### config.mk
export PLATFORM = sky130hd
export DESIGN_NAME = phase_sequencer_ctrl
export DESIGN_NICKNAME = d
export VERILOG_FILES = /design/src/rtl/phase_sequencer_ctrl.sv
export SDC_FILE = /design/constraint.sdc
export NUM_CORES = 1
export LEC_CHECK = 0
export CORE_MARGIN = 2
export CORE_UTILIZATION = 59
export CTS_CLUSTER_SIZE = 30
export DETAILED_ROUTE_END_ITERATION = 6
export PLACE_DENSITY = 0.78
export SYNTH_ARGS = -nofsm -noshare
export SYNTH_HDL_FRONTEND = slang
export SYNTH_SLANG_ARGS = --single-unit
export TNS_END_PERCENT = 30
### constraint.sdc
create_clock -name clk -period 3.6 [get_ports clk]
set_input_delay 0.54 -clock clk [delete_from_list [all_inputs] [get_ports clk]]
set_output_delay 0.54 -clock clk [all_outputs]
set_load 0.1 [all_outputs]
### src/rtl/phase_sequencer_ctrl.sv
// Phase sequencer: steps phase 0..PHASES-1, holding each for a programmable dwell,
// with pause/abort control and one-shot or looping operation.
module phase_sequencer_ctrl #(
    parameter int PHASES = 7,
    parameter int CW     = 4,
    parameter int DW     = 8
) (
    input  logic          clk,
    input  logic          reset,
    input  logic          start,
    input  logic          pause,
    input  logic          abort,
    input  logic          loop,
    input  logic          cfg_we,
    input  logic [2:0]    cfg_addr,
    input  logic [DW-1:0] cfg_data,
    output logic [CW-1:0] phase,
    output logic          busy,
    output logic          phase_tick,
    output logic          done
);

    localparam int AW = (PHASES > 1) ? $clog2(PHASES) : 1;

    typedef enum logic [1:0] {
        IDLE = 2'd0,
        RUN  = 2'd1,
        HOLD = 2'd2
    } state_t;

    state_t        state_q;
    logic [CW-1:0] phase_q;
    logic [DW-1:0] timer_q;
    logic          busy_q;
    logic          tick_q;
    logic          done_q;
    logic [DW-1:0] dwell_q [PHASES];

    logic          last_phase_d;
    logic [CW-1:0] phase_d;
    logic [DW-1:0] reload_d;
    logic [DW-1:0] cfg_val_d;
    logic [AW-1:0] cfg_idx_d;

    assign last_phase_d = (phase_q == CW'(PHASES - 1));
    assign phase_d      = last_phase_d ? '0 : phase_q + CW'(1);
    assign reload_d     = dwell_q[AW'(phase_d)];
    assign cfg_val_d    = (cfg_data == '0) ? DW'(1) : cfg_data;
    assign cfg_idx_d    = AW'(cfg_addr);

    // Dwell table stores the already-clamped value so the timer never loads 0.
    always_ff @(posedge clk or negedge reset) begin
        if (!reset) begin
            for (int i = 0; i < PHASES; i++) begin
                dwell_q[i] <= DW'(1);
            end
        end else if (cfg_we && (int'(cfg_addr) < PHASES)) begin
            dwell_q[cfg_idx_d] <= cfg_val_d;
        end
    end

    always_ff @(posedge clk or negedge reset) begin
        if (!reset) begin
            state_q <= IDLE;
            phase_q <= '0;
            timer_q <= '0;
            busy_q  <= 1'b0;
            tick_q  <= 1'b0;
            done_q  <= 1'b0;
        end else begin
            tick_q <= 1'b0;
            done_q <= 1'b0;
            case (state_q)
                IDLE: begin
                    if (start && !abort) begin
                        state_q <= RUN;
                        phase_q <= '0;
                        timer_q <= dwell_q[0];
                        busy_q  <= 1'b1;
                    end
                end
                RUN: begin
                    if (abort) begin
                        state_q <= IDLE;
                        phase_q <= '0;
                        timer_q <= '0;
                        busy_q  <= 1'b0;
                    end else if (pause) begin
                        state_q <= HOLD;
                    end else if (timer_q <= DW'(1)) begin
                        // Last cycle of the phase: advance, wrap, or finish.
                        if (!last_phase_d || loop) begin
                            phase_q <= phase_d;
                            timer_q <= reload_d;
                            tick_q  <= 1'b1;
                        end else begin
                            state_q <= IDLE;
                            phase_q <= '0;
                            timer_q <= '0;
                            busy_q  <= 1'b0;
                            done_q  <= 1'b1;
                        end
                    end else begin
                        timer_q <= timer_q - DW'(1);
                    end
                end
                HOLD: begin
                    if (abort) begin
                        state_q <= IDLE;
                        phase_q <= '0;
                        timer_q <= '0;
                        busy_q  <= 1'b0;
                    end else if (!pause) begin
                        state_q <= RUN;
                    end
                end
                default: begin
                    state_q <= IDLE;
                    phase_q <= '0;
                    timer_q <= '0;
                    busy_q  <= 1'b0;
                end
            endcase
        end
    end

    assign phase      = phase_q;
    assign busy       = busy_q;
    assign phase_tick = tick_q;
    assign done       = done_q;

endmodule

==> flow_metrics.tcl <==
set metrics [dict create \
    clk_pin_slew_ps 90 \
    clock_path_buffers 2 \
    num_rows 29 \
    wl_per_cell_um 19.9 \
    yosysSeqAreaShare_pct 47.5 \
    path_buf_inv 1 \
    avgSynthCellArea_um2 11.1 \
    dieArea_mm2 0.00722 \
    synth_top_cell_by_area "dfrtp_1" \
    tightest_slew_ps 971 \
    pwr-share-clk_pct 33.7 \
    finalSetupTns_ps 0 \
    async_flop_share_pct 100 \
    reg2reg_to "timer_q[7]" \
    synthCells 348 \
    hold_viol 0 \
    synth_top_area_share_pct 42.7 \
    area_growth_pct 14.0 \
    hold_buffers 0 \
    placed_area_mm2 0.00413 \
    p_leak_nw 1.77 \
    ant_nets 0 \
    design_area_mm2 0.00441 \
    r2r-start "phase[0]" \
    path_class "reg2reg" \
    finalSetupViolCount 0 \
    grt.met2_usage_pct 40.5 \
    crit_family "simple AND/OR/NAND/NOR gates" \
    cts_sinks 73 \
    die_w_um 85.0 \
    max_stage_delay_ps 590 \
    period_share_pct 72.1 \
    start_util_pct 60.9 \
    cts_tree "yes" \
    synth_top_cells_by_count "dfrtp_1, mux2_2, nand2_1" \
    fill_cells 480 \
    drive_above_1_share_pct 24.7 \
    core_mm2 0.00635 \
    period_minus_slack_ps 2600 \
    fmax_ghz 0.385 \
    rsz0062_at_grt "false" \
    via_count 2939 \
    final_nets 393 \
    synth-seq-cells 73 \
    cp.required_ps 3890 \
    crit_chain "inv_1, ha_1, and3b_1, nor2_1, a221oi_1, a211oi_1, o221a_2" \
    status "complete, no violations" \
    syn_area_mm2 0.00387 \
    place_congestion 0.887 \
    numCtsBuffers 9 \
    drtIter0Drc 261 \
    yosysUniqueCellTypes 55 \
    hold_slack_ps 390 \
    power_frac_comb_pct 22.4 \
    htreeDepth 3 \
    antenna_found_initial 0 \
    critPathLaunchType "register" \
    hpwl_um 6200 \
    use_met1_pct 39.0 \
    clock_skew_ps 9.93 \
    dpl.cell_count 437 \
    internal-power_w 0.00183 \
    ys.flop_type "dfrtp_1" \
    io_pins 25 \
    synth_edf_count 0 \
    ir_drop_v 0.000331 \
    crit_slowest_cell "nor2_1" \
    drv_slew 0 \
    post-cts-setup-buffers 0 \
    seqPwrFrac_pct 43.9 \
    finalPower_w 0.00260 \
    fp.dieH_um 85.0 \
    ctsResizeCount 0 \
    drcViolationCount 0 \
    gr-max-usage-layer "met2" \
    wl_um 9020 \
    swShare_pct 29.7 \
    grt_pass1_wl_um 15100 \
    ff2ff_path_depth 7 \
    root_buffer "clkbuf_8" \
    p_per_area_mw_per_mm2 589 \
    io_buffers 24 \
    grt_util_all_layers_pct 26.7 \
    worst-r2r-setup-slack_ps 1000 \
    vias_per_cell 6.49 \
    num_antenna_cells 0 \
    gr-usage-met3_pct 5.16 \
    synth_most_common_cell "dfrtp_1" \
    insertion_delay_ps 360 \
    grt_max_degree 74 \
    switchingPower_w 0.000770 \
    dr.pass1.iters 5 \
    hold_class "in2async" \
    worstPathArrival_ps 2890 \
    ys_top_cells_by_area "dfrtp_1, mux2_2, dfstp_2" \
    yosysWarnings 0 \
    max_slew_margin_pct 35.1 \
    synth_nets 370 \
    endpoint_kind "register" \
    path_max_fanout 12 \
    fin_cells 453 \
    cap_violations 0 \
    grt_pass1_vias 2881 \
    grt_overflow_total 0 \
]
[state kept, by name, summed over array words and instances, names as in the netlist]
| signal | flops |
|---|---|
| busy | 1 |
| done | 1 |
| dwell_q | 56 |
| timer_q | 8 |
| phase | 4 |
| state_q | 2 |
| phase_tick | 1 |
[through the flow]
stage,util (%),setup slack [ps]
after floorplan,-,393
after global placement,65.1,1020
after detailed placement,65.1,1000
after CTS,69.4,1040
after global routing,69.4,882
final,69.4,1000
[cell families (layout without fill, tap and decap cells)]
group                    count (synthesis)  after routing  share of synthesized area [%]
AO/OA/AOI/OAI                          101            101                           18.3
multiplexers                            59             59                           16.9
buffers and inverters                   22             50                           2.78
XOR/XNOR                                 3              3                          0.680
AND/OR/NAND/NOR                         86             86                           12.6
adder cells (fa/ha/maj)                  4              4                           1.29
flip-flops                              73             73                           47.5
[cells in the final DEF (no fill, tap or decap), types with 8 or more instances in the layout]
| cell type | count |
|---|---|
| inv_1 | 8 |
| a211oi_1 | 8 |
| o31ai_1 | 9 |
| mux2_2 | 51 |
| clkbuf_8 | 10 |
| o211ai_1 | 8 |
| nand2_1 | 28 |
| mux2i_1 | 8 |
| dfrtp_1 | 66 |
| clkdlybuf4s50_1 | 22 |
| o21ai_0 | 26 |
| a21oi_1 | 12 |
| nor2_1 | 12 |
[final cells by class]
cell class                 instances  area (um^2)  share of cell area [%]
multi-input combinational        253         1920                    43.6
tap                               77         96.3                    2.19
timing repair buffer              26          248                    5.62
clock inverter                     6          138                    3.12
clock buffer                      10          138                    3.12
inverter                           8         30.0                   0.681
sequential                        73         1840                    41.6
[power groups by stage]
stage | combinational (W) | clock (W) | sequential (W)
floorplan | 0.000411 | 0 | 0.00114
global placement | 0.000558 | 0 | 0.00114
detailed placement | 0.000575 | 0 | 0.00115
CTS | 0.000579 | 0.000879 | 0.00114
global route | 0.000641 | 0.000927 | 0.00116
finish | 0.000581 | 0.000874 | 0.00114
[worst max path at each step]
stage / start / to / slack [ps] / cells after the start
finish: phase[0] / timer_q[7] / 1000 / 7
detailed placement: abort / timer_q[7] / 1000 / 5
global route: phase[0] / timer_q[7] / 880 / 7
global placement: abort / timer_q[7] / 1020 / 5
CTS: phase[2] / phase[2] / 1040 / 1
floorplan: phase[0] / timer_q[3] / 390 / 9
[per-layer routing]
metal	share of wire, %	wire length (um)	vias to the layer above
met2	46	4160	86
met5	0	0	-
met3	4.2	383	16
met1	48	4330	1484
met4	1.6	143	0
li1	-	-	1353
(Power assumes the default switching activity.)
